`config.mk`:
```
export PLATFORM = sky130hd
export DESIGN_NAME = fifo_rr_scheduler
export DESIGN_NICKNAME = d
export VERILOG_FILES = /design/src/rtl/fifo_sched_pkg.sv /design/src/rtl/rr_pick.sv /design/src/rtl/fifo_rr_scheduler.sv
export SDC_FILE = /design/constraint.sdc
export NUM_CORES = 1
export LEC_CHECK = 0
export ABC_CLOCK_PERIOD_IN_PS = 2400
export BUFFER_PORTS_ARGS = -buffer_cell sky130_fd_sc_hd__buf_2
export CAP_MARGIN = 25
export CORE_ASPECT_RATIO = 1.5
export CORE_UTILIZATION = 40
export DETAILED_ROUTE_END_ITERATION = 6
export MAX_ROUTING_LAYER = met4
export PLACE_DENSITY_LB_ADDON = 0.15
export SYNTH_ARGS = -nofsm -noshare
export SYNTH_HDL_FRONTEND = slang
export SYNTH_SLANG_ARGS = --single-unit
```
`constraint.sdc`:
```
create_clock -name clk -period 2.4 [get_ports clk]
set_input_delay 0.36 -clock clk [delete_from_list [all_inputs] [get_ports clk]]
set_output_delay 0.36 -clock clk [all_outputs]
set_load 0.03 [all_outputs]
```
`src/rtl/fifo_sched_pkg.sv`:
```
// Shared types and width helpers for the FIFO round-robin scheduler and its arbiter.
package fifo_sched_pkg;

    typedef enum logic {
        IDLE  = 1'b0,
        BURST = 1'b1
    } sched_state_e;

    localparam int unsigned DEF_CH_NUM     = 4;
    localparam int unsigned DEF_DATA_WIDTH = 8;
    localparam int unsigned DEF_BURST_MAX  = 4;

    function automatic int unsigned idx_width(input int unsigned n);
        return (n > 1) ? $clog2(n) : 1;
    endfunction

    function automatic int unsigned cnt_width(input int unsigned burst_max);
        return $clog2(burst_max + 1);
    endfunction

endpackage

```
`src/rtl/rr_pick.sv`:
```
// Combinational round-robin picker: first set request strictly after last_ptr, wrapping.
module rr_pick
    import fifo_sched_pkg::*;
#(
    parameter int unsigned CH_NUM = DEF_CH_NUM,
    localparam int unsigned IDX_W = idx_width(CH_NUM)
) (
    input  logic [CH_NUM-1:0] req,
    input  logic [IDX_W-1:0]  last_ptr,
    output logic [IDX_W-1:0]  pick,
    output logic              valid
);

    logic [2*CH_NUM-1:0] req_dbl;
    int unsigned         pos;

    assign req_dbl = {req, req};

    // Scan the doubled vector from farthest to nearest so the nearest hit is written last.
    always_comb begin
        pick  = '0;
        valid = 1'b0;
        pos   = 0;
        for (int unsigned k = CH_NUM; k >= 1; k--) begin
            pos = int'(last_ptr) + k;
            if (req_dbl[pos]) begin
                valid = 1'b1;
                pick  = (pos > CH_NUM - 1) ? IDX_W'(pos - CH_NUM) : IDX_W'(pos);
            end
        end
    end

endmodule

```
`src/rtl/fifo_rr_scheduler.sv`:
```
// Round-robin scheduler draining up to BURST_MAX words per grant from FWFT channel FIFOs
// into one shared downstream FIFO write port.
module fifo_rr_scheduler
    import fifo_sched_pkg::*;
#(
    parameter int unsigned CH_NUM     = DEF_CH_NUM,
    parameter int unsigned DATA_WIDTH = DEF_DATA_WIDTH,
    parameter int unsigned BURST_MAX  = DEF_BURST_MAX,
    localparam int unsigned IDX_W     = idx_width(CH_NUM),
    localparam int unsigned CNT_W     = cnt_width(BURST_MAX)
) (
    input  logic                         clk,
    input  logic                         rst,
    input  logic [CH_NUM-1:0]            ch_empty,
    input  logic [CH_NUM*DATA_WIDTH-1:0] ch_dout,
    output logic [CH_NUM-1:0]            ch_rd_en,
    output logic [DATA_WIDTH-1:0]        out_din,
    output logic                         out_wr_en,
    input  logic                         out_full,
    output logic [IDX_W-1:0]             grant_id,
    output logic                         busy
);

    sched_state_e    state_q, state_d;
    logic [IDX_W-1:0] grant_q, grant_d;
    logic [IDX_W-1:0] last_ptr_q, last_ptr_d;
    logic [CNT_W-1:0] burst_cnt_q, burst_cnt_d;

    logic [DATA_WIDTH-1:0] dout_arr [CH_NUM];
    logic [IDX_W-1:0]      pick;
    logic                  pick_valid;
    logic                  xfer;

    for (genvar i = 0; i < CH_NUM; i++) begin : g_split
        assign dout_arr[i] = ch_dout[i*DATA_WIDTH +: DATA_WIDTH];
    end

    rr_pick #(
        .CH_NUM(CH_NUM)
    ) u_rr_pick (
        .req     (~ch_empty),
        .last_ptr(last_ptr_q),
        .pick    (pick),
        .valid   (pick_valid)
    );

    always_comb begin
        state_d     = state_q;
        grant_d     = grant_q;
        last_ptr_d  = last_ptr_q;
        burst_cnt_d = burst_cnt_q;
        ch_rd_en    = '0;
        out_wr_en   = 1'b0;
        out_din     = '0;
        xfer        = 1'b0;

        unique case (state_q)
            IDLE: begin
                if (pick_valid) begin
                    grant_d     = pick;
                    burst_cnt_d = '0;
                    state_d     = BURST;
                end
            end
            BURST: begin
                xfer = ~ch_empty[grant_q] & ~out_full;
                if (xfer) begin
                    ch_rd_en[grant_q] = 1'b1;
                    out_wr_en         = 1'b1;
                    out_din           = dout_arr[grant_q];
                    burst_cnt_d       = burst_cnt_q + CNT_W'(1);
                    if (burst_cnt_q == CNT_W'(BURST_MAX - 1)) begin
                        state_d    = IDLE;
                        last_ptr_d = grant_q;
                    end
                end else if (ch_empty[grant_q]) begin
                    // A dry channel ends the burst even while downstream is full.
                    state_d    = IDLE;
                    last_ptr_d = grant_q;
                end
            end
            default: state_d = IDLE;
        endcase
    end

    always_ff @(posedge clk or posedge rst) begin
        if (rst) begin
            state_q     <= IDLE;
            grant_q     <= '0;
            last_ptr_q  <= IDX_W'(CH_NUM - 1);
            burst_cnt_q <= '0;
        end else begin
            state_q     <= state_d;
            grant_q     <= grant_d;
            last_ptr_q  <= last_ptr_d;
            burst_cnt_q <= burst_cnt_d;
        end
    end

    assign grant_id = grant_q;
    assign busy     = (state_q == BURST);

endmodule

```
# Word-level counts from Yosys, hierarchy flattened

Cells that the tools add are included.

Register bits: 8
Bits in latches: 0
Bits in writable memories: 0
Bits in read-only memories: 0
Output and inout bits: 16
Word-level logic and storage cells: 83
Memories kept: 0

$add $sub $neg: 9
$mul: 0
Div/mod/pow operators: 0
Magnitude comparators: 11
Eq/ne operators: 4
Shifts and indexed selects: 0
Mux-type cells: 44
Bitwise operators: 6
Reductions and logical operators: 5

Operators with widths:

| cell                                                       | count |
|---|---|
| 2-to-1 mux 8 bit                                           | 4 |
| 2-to-1 mux 2 bit                                           | 11 |
| binary-select mux 8 bit (select 2 bit)                     | 1 |
| 2-to-1 mux 1 bit                                           | 16 |
| binary-select mux 1 bit (select 3 bit)                     | 4 |
| less-than comparator 3 x 4 -> 1 bit, second input constant | 3 |
| > comparator 3 x 2 -> 1 bit, second input constant         | 3 |
| 2-to-1 mux 4 bit                                           | 2 |
| subtractor 2 x 1 -> 2 bit, second input constant           | 4 |
| adder 2 x 2 -> 3 bit, second input constant                | 2 |
| 2-to-1 mux 3 bit                                           | 2 |
| one-hot mux 3 bit (2 select lines)                         | 1 |
| adder 2 x 3 -> 4 bit, second input constant                | 1 |
| > comparator 4 x 2 -> 1 bit, second input constant         | 1 |
| less-than comparator 4 bit, second input constant          | 1 |
| inequality test 2 x 1 -> 1 bit, second input constant      | 2 |
| inverter 4 bit                                             | 1 |
| AND reduction 2 bit                                        | 2 |
| adder 2 x 1 -> 3 bit, second input constant                | 1 |
| adder 3 x 1 -> 3 bit, second input constant                | 1 |
| == test 3 x 2 -> 1 bit, second input constant              | 1 |
| >= comparator 3 bit, second input constant                 | 1 |
| less-than comparator 2 x 3 -> 1 bit, second input constant | 1 |
| inverter 1 bit                                             | 3 |
| 10 further kinds                                           | 10 |

# Longest topological paths before layout

Gate-level depths: netlist of run 1.

Depth in word-level cells: 9
Depth in mapped cells: 6

# Cells and area by module

A second synthesis of run 1 with hierarchy kept.

Cell total of the unflattened synthesis: 98
Area total of the unflattened synthesis: 964.7 µm²

By module, submodules not included:

| module            | times used | cells each | area an instance (µm²) |
|---|---|---|---|
| fifo_rr_scheduler | 1          | 67         | 739.5 |
| rr_pick           | 1          | 31         | 225.2 |

# Worst setup path after synthesis of run 1

No wires, ideal clock.

Path type: register -> output
Start: register grant_q[0] (netlist: grant_id[0])
End: output port ch_rd_en[1]
Arrival: 2.109 ns
Data required time: 2.040 ns
Slack: -0.069 ns
Cell stages (with the launch flop): 4
Path through: dfrtp_1 buf_6 clkbuf_1 nor4b_1

Longest elaborated chain between the ends: 6

Ends and longest elaborated chain:

| item                                                                                    | line                                             | RTL |
|---|---|---|
| from (decl)                                                                             | fifo_rr_scheduler.sv:25                          | `logic [IDX_W-1:0] grant_q, grant_d;` |
| from (signal assigned)                                                                  | fifo_rr_scheduler.sv:94                          | `grant_q <= grant_d;` |
| less-than comparator 2 x 3 -> 1 bit (not written as such), or another cell as far along | fifo_rr_scheduler.sv:68                          | `ch_rd_en[grant_q] = 1'b1;` |
| logical AND 1 bit (not written as such) or 2-to-1 mux 1 bit (tied branches)             | fifo_rr_scheduler.sv:68, fifo_rr_scheduler.sv:66 |  |
| 2-to-1 mux 1 bit (not written as such) or inverter 1 bit (tied branches)                | fifo_rr_scheduler.sv:68, fifo_rr_scheduler.sv:66 |  |
| demux 1 bit (select 2 bit) or bitwise AND 1 bit (tied branches)                         | fifo_rr_scheduler.sv:68, fifo_rr_scheduler.sv:66 |  |
| 2-to-1 mux 4 bit (*)                                                                    | fifo_rr_scheduler.sv:67                          | `if (xfer) begin` |
| 2-to-1 mux 4 bit (*)                                                                    | fifo_rr_scheduler.sv:57                          | `unique case (state_q)` |
| to (decl)                                                                               | fifo_rr_scheduler.sv:16                          | `output logic [CH_NUM-1:0] ch_rd_en,` |

Every way passes the cells marked *; elsewhere a longest branch is shown, timed or not. The select of a mux whose other input is x is not followed.

# Worst setup path after layout of run 1

Start: register grant_q[0] (netlist: grant_id[0])
End: output port out_din[5]

Longest elaborated chain between the ends: 6

Ends and longest elaborated chain:

| item                                                                                                | line                                             | RTL |
|---|---|---|
| inverter 2 -> 3 bit (not written as such) or binary-select mux 1 bit (select 2 bit) (tied branches) | fifo_rr_scheduler.sv:70, fifo_rr_scheduler.sv:66 |  |
| binary-select mux 8 bit (select 2 bit) or 2-to-1 mux 1 bit (tied branches)                          | fifo_rr_scheduler.sv:70, fifo_rr_scheduler.sv:66 |  |
| 2-to-1 mux 8 bit (not written as such) or inverter 1 bit (tied branches)                            | fifo_rr_scheduler.sv:70, fifo_rr_scheduler.sv:66 |  |
| 2-to-1 mux 8 bit (not written as such) or bitwise AND 1 bit (tied branches)                         | fifo_rr_scheduler.sv:70, fifo_rr_scheduler.sv:66 |  |
| 2-to-1 mux 8 bit (*)                                                                                | fifo_rr_scheduler.sv:67                          |  |
| 2-to-1 mux 8 bit (*)                                                                                | fifo_rr_scheduler.sv:57                          |  |
| to (decl)                                                                                           | fifo_rr_scheduler.sv:17                          | `output logic [DATA_WIDTH-1:0] out_din,` |

Marked as above.

==> results of run 1 <==
==> path summary, 6_finish.rpt <==
check                                           start                         end  slack (ps)  cells past startpoint
min in group clk           burst_cnt_q[0]$_DFFE_PP0P_  burst_cnt_q[0]$_DFFE_PP0P_         500                      1
max                           grant_id[0]$_DFFE_PP0P_                  out_din[5]         250                      4
max in group asynchronous                         rst   last_ptr_q[1]$_DFFE_PP1P_        2090                      2
max reg2reg                 last_ptr_q[0]$_DFFE_PP1P_     grant_id[0]$_DFFE_PP0P_         550                      3
min reg2reg                burst_cnt_q[0]$_DFFE_PP0P_  burst_cnt_q[0]$_DFFE_PP0P_         500                      1
min                                               rst              busy$_DFF_PP0_          30                      2
==> layout make-up <==
class / instances / share of cell area (%)
timing repair buffer: 57 / 25.4
clock buffer: 4 / 2.28
multi-input combinational: 58 / 50.4
inverter: 6 / 1.95
tap: 22 / 2.39
sequential: 8 / 17.6
==> sequential cells by signal, indices dropped and copies added, names as in the netlist <==
register,count
busy,1
burst_cnt_q,3
grant_id,2
last_ptr_q,2
==> per-stage QoR <==
stage | worst slack [ps] | hold WS, ps | cells | setup TNS, ps | total power (uW)
after CTS | 226 | 35.7 | 155 | 0 | 1290
final | 249 | 34.3 | 155 | 0 | 1280
after global routing | 126 | 58.9 | 155 | 0 | 1390
after global placement | 376 | 302 | 151 | 0 | 1160
after floorplan | -30.7 | 174 | 80 | -92.2 | 1010
after detailed placement | 357 | 302 | 151 | 0 | 1180
==> logic make-up (layout without fill, tap and decap cells) <==
kind of cell	count (synthesis)	after routing	share of synthesized area [%]
AND/OR/NAND/NOR	25	25	18.4
adder cells (fa/ha/maj)	3	3	4.39
buffers and inverters	14	67	9.06
AO/OA/AOI/OAI	16	16	13.2
flip-flops	8	8	23.7
multiplexers	14	14	31.3
==> cell usage after synthesis, drive strengths merged, types with 2 or more instances <==
library cell and instances:
inv 6, clkbuf 5, mux2i 2, nand3 3, ha 3, o211ai 2
dfstp 2, nor2b 11, o21ai 5, dfrtp 6, mux4 10, buf 3
mux2 2, a21oi 5
==> power groups by stage <==
stage	registers [uW]	logic (uW)	clock network, uW
after floorplan	305	708	0
after global placement	281	881	0
after detailed placement	284	899	0
after CTS	283	902	109
after global routing	298	976	113
final	284	892	103
==> per-layer routing <==
metal,vias up,global-route usage (%)
met5,-,-
met4,0,11.8
met3,8,0.377
met2,37,35.8
met1,411,19.7
li1,405,-
==> worst max-delay path, stage by stage, from the launching register on <==
cell     delay, ps
dfrtp_1        360
mux4_2         520
or2_4          340
nor2b_1        120
buf_2          200
==> qor.txt, run 1 <==
post-layout net count: 176
drt pass-1 iters: 4
power per cell area: 1110 mW/mm^2
worst vdd ir: 0.732 mV
CP arrival: 1790 ps
sequential cell area: 203 um^2
Die X: 39.8 um
Mapped Cells: 80
startpoint types: register
Max Cap Viol: 0
Slew Limit Fails: 0
vias in the first global route: 810
number of cell rows: 20
DIE AREA: 0.00233 mm^2
RSZ-0062 raised after global routing: false
CTS hold repair buffers: 0
Tmin final: 2150 ps
CTS tree: built
WL met3: 136 um
clk sinks: 8
DR WL/cell: 13.4 um
fraction of registers with async set/reset: 100%
cell area after layout: 0.00115 mm^2
Avg Synthesized Cell Area: 10.7 um^2
routed via count: 861
commonest cells after routing, fill and taps aside: buf_2, nor2b_1, mux4_2
synth top area cells: mux4_2, dfrtp_1, nor2b_1
Filler cells: 198
Clk Tree Root Cell: clkbuf_4
Post-CTS Setup Bufs: 0
outcome: completed
required time worst endpoint: 2040 ps
EDFF count, synth: 0
sequential area share after synthesis: 23.7%
Clock transition at path regs: 50 ps
initial antenna violation count: 0
antenna viol nets, final: 0
post-route clock period utilization: 89.6%
CTS max path bufs: 2
initial core utilization: 42.2%
Worst Setup Path Type: register to output port
Internal: 695 uW
Ys Warns: 0
fraction of layout cells with a size suffix above 1: 59.4%
synthesized cell area: 856 um^2
Yosys reg bits: 8
drt drc: 0
CTS buffer count: 3
# diodes: 0
1st-iter DRT viols: 14
switch share: 45.7%
crit-path max FO: 15
clk_skew: 7.09 ps
Flop pwr share: 22.2%
Main synth FF type: dfrtp_1
Switch Pwr: 584 uW
grt ovf: 0
headroom to the max-slew limit: 78.2%
share of the synthesized area in the top cell type: 26.3%
HP Class: input pin to async pin
CTS HTree Levels: 1
largest net degree at the start of global routing: 16
worst-skew pair later-pin latency: 250 ps
I/O pins: 55
routed wl met2: 1140 um
Worst-Margin Slew: 324 ps
clock power share: 8.1%
area grow syn2layout: 34.8%
Leak Pwr: 0.000581 uW
most common cell after layout, fill and taps aside: buf_2
max layer used: met4
post-DR vias/cell: 5.55
DP Area: 0.00113 mm^2
cell taking the most area after synthesis: mux4_2
Netlist cell types: 31
dpl hpwl: 1700 um
placer congestion estimate: 0.825
highest clock rate: 465 MHz
IO Port Bufs: 54
DRT met1 WL: 731 um
core area: 0.00203 mm^2
Multi-input gate area: 582 um^2
first-pass GRT wire length: 3150 um
crit path capture type: output port
combinational fraction of design power: 69.7%
Tot GR Track Use: 19.8%
final setup vio count: 0
Final Hold Viols: 0
CTS resizes: 0
WL final: 2080 um
Layout Utilization: 56.9%
chip height: 58.7 um
Syn Nets: 122
Note: power is estimated with default switching activity, not from simulation.
==> run 2: changes to the inputs <==
- CORE_MARGIN: unset -> 4
==> qor.txt, run 2 (same netlist as run 1, synthesis figures left out) <==
outcome: completed
final setup vio count: 0 (unchanged)
cell area after layout: 0.00115 mm^2 (unchanged)
DR WL/cell: 14.4 um (+6.9%)
core area: 0.00203 mm^2 (unchanged)
startpoint types: register
crit-path max FO: 15 (unchanged)
highest clock rate: 460 MHz (-1.0%)
required time worst endpoint: 2040 ps (about the same)
worst-skew pair later-pin latency: 250 ps (about the same)
commonest cells after routing, fill and taps aside: buf_2, nor2b_1, mux4_2
routed wl met2: 1180 um (+3.9%)
vias in the first global route: 815 (+0.62%)
Die X: 45.8 um (+15%)
post-layout net count: 176 (unchanged)
post-route clock period utilization: 90.6% (+0.94 points)
Clock transition at path regs: 50 ps (about the same)
crit-path max cell delay: 530 ps (about the same)
final worst setup slack: 227 ps (-22.7 ps)
area grow syn2layout: 34.8% (unchanged)
WL final: 2230 um (+6.9%)
fraction of layout cells with a size suffix above 1: 59.4% (unchanged)
DIE AREA: 0.00296 mm^2 (+27%)
dpl hpwl: 1860 um (+9.0%)
max layer used: met4
power per cell area: 1110 mW/mm^2 (+0.18%)
first-pass GRT wire length: 3470 um (+10%)
sequential cell area: 203 um^2 (unchanged)
Multi-input gate area: 582 um^2 (unchanged)
I/O pins: 55 (unchanged)
crit path capture type: output port
largest net degree at the start of global routing: 16 (unchanged)
CTS hold repair buffers: 0 (unchanged)
# diodes: 0 (unchanged)
Leak Pwr: 0.000581 uW (unchanged)
number of cell rows: 20 (unchanged)
headroom to the max-slew limit: 79.8% (+1.6 points)
initial core utilization: 42.2% (unchanged)
CP arrival: 1810 ps (+20 ps)
antenna viol nets, final: 0 (unchanged)
Clk Tree Root Cell: clkbuf_4
Post-CTS Setup Bufs: 0 (unchanged)
clk sinks: 8 (unchanged)
IO Port Bufs: 54 (unchanged)
slowest CP cell: mux4_2
CTS buffer count: 3 (unchanged)
largest register by flop count: burst_cnt_q
CTS tree: built
critical path cell sequence: mux4_2 > or2_4 > nor2b_1 > buf_2
DRT met1 WL: 740 um (+1.2%)
grt ovf: 0 (unchanged)
number of flip-flops in the largest register: 3 (unchanged)
Final Hold Viols: 0 (unchanged)
routed via count: 846 (-1.7%)
most common cell after layout, fill and taps aside: buf_2
Worst-Margin Slew: 301 ps (-23.5 ps)
HP Class: input pin to async pin
WL met3: 267 um (+96%)
total power: 1280 uW (+0.18%)
drt drc: 0 (unchanged)
DP Area: 0.00113 mm^2 (unchanged)
Slew Limit Fails: 0 (unchanged)
Setup Slack @ Placement: 327 ps (-30.4 ps)
Filler cells: 198 (unchanged)
Tmin final: 2170 ps (+22.7 ps)
Worst Setup Path Type: register to output port
1st-iter DRT viols: 28 (+14)
reg2reg start: last_ptr_q[0]$_DFFE_PP1P_
Tot GR Track Use: 16.2% (-3.7 points)
WHS: 26.0 ps (-8.37 ps)
chip height: 64.7 um (+10%)
drt pass-1 iters: 4 (unchanged)
initial antenna violation count: 0 (unchanged)
Layout Utilization: 56.9% (unchanged)
CTS HTree Levels: 1 (unchanged)
CTS max path bufs: 2 (unchanged)
RSZ-0062 raised after global routing: false
clk_skew: 7.23 ps (+0.133 ps)
worst vdd ir: 0.605 mV (-17%)
CTS resizes: 0 (unchanged)
crit path from: grant_id[0]$_DFFE_PP0P_
Max Cap Viol: 0 (unchanged)
placer congestion estimate: 0.715 (-13%)
post-DR vias/cell: 5.46 (-1.7%)
R2R Setup Slk: 530 ps (-20 ps)
[run 2: worst paths after layout]
| path | to | depth (start not counted) |
|---|---|---|
| worst max-delay path | out_din[2] | 4 |
| min in group clk | burst_cnt_q[0]$_DFFE_PP0P_ | 1 |
| worst max register to register | grant_id[0]$_DFFE_PP0P_ | 3 |
| worst min-delay path | busy$_DFF_PP0_ | 2 |
| worst min register to register | burst_cnt_q[0]$_DFFE_PP0P_ | 1 |
| max in group asynchronous | last_ptr_q[1]$_DFFE_PP1P_ | 2 |
[run 2: cell type report]
type                       count  share of cell area (%)
multi-input combinational     58                    50.4
tap                           22                    2.39
timing repair buffer          57                    25.4
inverter                       6                    1.95
sequential                     8                    17.6
clock buffer                   4                    2.28
[run 2: stage by stage]
stage	std cells	setup TNS (ps)
floorplan	80	-92.2
global placement	151	0
detailed placement	151	0
CTS	155	0
global route	155	0
finish	155	0
[run 2: where the power goes]
group / leakage [uW] / internal [uW] / total, uW / switching (uW)
registers: 0.0000969 / 209 / 282 / 73.7
clock network: 0.0000150 / 63.3 / 104 / 40.8
logic: 0.000469 / 423 / 894 / 471
[run 2: metal layers]
| layer | up-vias | global-route usage, % |
|---|---|---|
| met3 | 4 | 3.89 |
| li1 | 404 | - |
| met1 | 402 | 17.0 |
| met2 | 36 | 27.1 |
| met5 | - | - |
| met4 | 0 | 7.83 |
[run 2: worst max-delay path, delay by kind of cell, from the launching register on]
kind / cells / cell delay [ps]
buf+inv: 1 / 200
simple gates: 2 / 480
flops: 1 / 360
mux: 1 / 530
==> run 3: changes to the inputs <==
- CORE_UTILIZATION: 40 -> 42
==> qor.txt, run 3 (same netlist as run 1, synthesis figures left out) <==
Filler cells: 171 (-14%)
cell area after layout: 0.00114 mm^2 (-0.76%)
most common cell after layout, fill and taps aside: buf_2
headroom to the max-slew limit: 77.2% (-2.5 points)
post-layout net count: 175 (-0.57%)
Internal: 694 uW (-0.15%)
crit path capture type: output port
DP Area: 0.00112 mm^2 (-0.78%)
antenna viol nets, final: 0 (unchanged)
Switch Pwr: 579 uW (-1.1%)
initial antenna violation count: 0 (unchanged)
drt pass-1 iters: 4 (unchanged)
largest net degree at the start of global routing: 16 (unchanged)
CTS buffer count: 3 (unchanged)
routed via count: 834 (-1.4%)
Flop pwr share: 22.2% (+0.2 points)
RSZ-0062 raised after global routing: false
largest register by flop count: burst_cnt_q
post-DR vias/cell: 5.45 (-0.13%)
required time worst endpoint: 2040 ps (about the same)
Clk Tree Root Cell: clkbuf_4
outcome: completed
Die X: 44.9 um (-2.0%)
final setup vio count: 0 (unchanged)
worst-skew pair later-pin latency: 250 ps (about the same)
crit-path max cell delay: 530 ps (about the same)
CTS tree: built
Post-CTS Setup Bufs: 0 (unchanged)
chip height: 63.3 um (-2.1%)
CP arrival: 1810 ps (about the same)
combinational fraction of design power: 69.5% (-0.3 points)
IO Port Bufs: 54 (unchanged)
post-route clock period utilization: 90.5% (about the same)
CTS resizes: 0 (unchanged)
sequential cell area: 203 um^2 (unchanged)
CTS hold repair buffers: 0 (unchanged)
DIE AREA: 0.00284 mm^2 (-4.1%)
startpoint types: register
fraction of layout cells with a size suffix above 1: 59.1% (-0.31 points)
drt drc: 0 (unchanged)
number of cell rows: 19 (-5.0%)
Max Cap Viol: 0 (unchanged)
slowest CP cell: mux4_2
dpl hpwl: 1820 um (-2.0%)
Multi-input gate area: 582 um^2 (unchanged)
vias in the first global route: 808 (-0.86%)
grt ovf: 0 (unchanged)
1st-iter DRT viols: 15 (-46%)
power per cell area: 1110 mW/mm^2 (+0.18%)
area grow syn2layout: 33.8%
number of flip-flops in the largest register: 3 (unchanged)
DR WL/cell: 14.2 um (-0.92%)
CP bufs+invs: 1 (unchanged)
Tmin final: 2170 ps (-1.82 ps)
worst vdd ir: 0.722 mV (+19%)
critical path cell sequence: mux4_2 > or2_4 > nor2b_1 > buf_2
crit-path max FO: 15 (unchanged)
Leak Pwr: 0.000576 uW (-0.83%)
CTS HTree Levels: 1 (unchanged)
core area: 0.00188 mm^2 (-7.3%)
clk sinks: 8 (unchanged)
Tot GR Track Use: 16.0% (-0.15 points)
highest clock rate: 461 MHz (about the same)
switch share: 45.5% (-0.24 points)
Worst Setup Path Type: register to output port
# diodes: 0 (unchanged)
Worst-Margin Slew: 338 ps (+37.5 ps)
initial core utilization: 45.6% (+3.3 points)
placer congestion estimate: 0.737 (+3.1%)
clk_skew: 9.87 ps (+2.65 ps)
first-pass GRT wire length: 3360 um (-3.2%)
Clock transition at path regs: 60 ps (about the same)
clock power share: 8.3% (+0.2 points)
Final Hold Viols: 0 (unchanged)
Crit path max-delay family: multiplexers
CTS max path bufs: 2 (unchanged)
Slew Limit Fails: 0 (unchanged)
WL final: 2180 um (-2.2%)
I/O pins: 55 (unchanged)
Layout Utilization: 61.0% (+4.0 points)
commonest cells after routing, fill and taps aside: buf_2, nor2b_1, mux4_2
HP Class: input pin to async pin
[run 3: power by group through the flow]
stage,combinational (uW),clock (uW),sequential [uW]
floorplan,708,0,305
global placement,877,0,281
detailed placement,897,0,284
CTS,899,112,282
global route,966,127,295
finish,885,106,282
[run 3: layer usage]
metal,vias to the layer above,GRT usage [%],routed length [um]
met5,-,-,0
met3,2,3.99,260
met1,393,14.2,687
met4,0,6.59,8
met2,35,30.0,1220
li1,404,-,-
[run 3: path summary, 6_finish.rpt]
kind                            cells after the start                  startpoint  slack, ps                    endpoint
worst max register to register                      3   last_ptr_q[0]$_DFFE_PP1P_        540     grant_id[0]$_DFFE_PP0P_
worst min register to register                      1  burst_cnt_q[0]$_DFFE_PP0P_        500  burst_cnt_q[0]$_DFFE_PP0P_
worst min-delay path                                2                         rst         30              busy$_DFF_PP0_
worst max-delay path                                4     grant_id[0]$_DFFE_PP0P_        230                  out_din[4]
max in group asynchronous                           2                         rst       2090   last_ptr_q[0]$_DFFE_PP1P_
min in group clk                                    1  burst_cnt_q[0]$_DFFE_PP0P_        500  burst_cnt_q[0]$_DFFE_PP0P_
[run 3: layout make-up]
cell class,instances,area share (%)
inverter,6,1.97
sequential,8,17.7
timing repair buffer,56,24.9
multi-input combinational,58,50.8
clock buffer,4,2.30
tap,21,2.30
[run 3: worst reg2reg max path, stage by stage (launching register included)]
cell     delay, ps
dfstp_2        600
mux4_2         530
or4_1          480
o211a_1        130
[run 3: through the flow]
step / power [uW] / setup slack (ps) / cells / TNS [ps] / hold slack, ps
global route: 1390 / 88.3 / 153 / 0 / 32.7
global placement: 1160 / 376 / 149 / 0 / 300
finish: 1270 / 229 / 153 / 0 / 28.0
floorplan: 1010 / -30.7 / 80 / -92.2 / 174
detailed placement: 1180 / 344 / 149 / 0 / 306
CTS: 1290 / 199 / 153 / 0 / 30.1
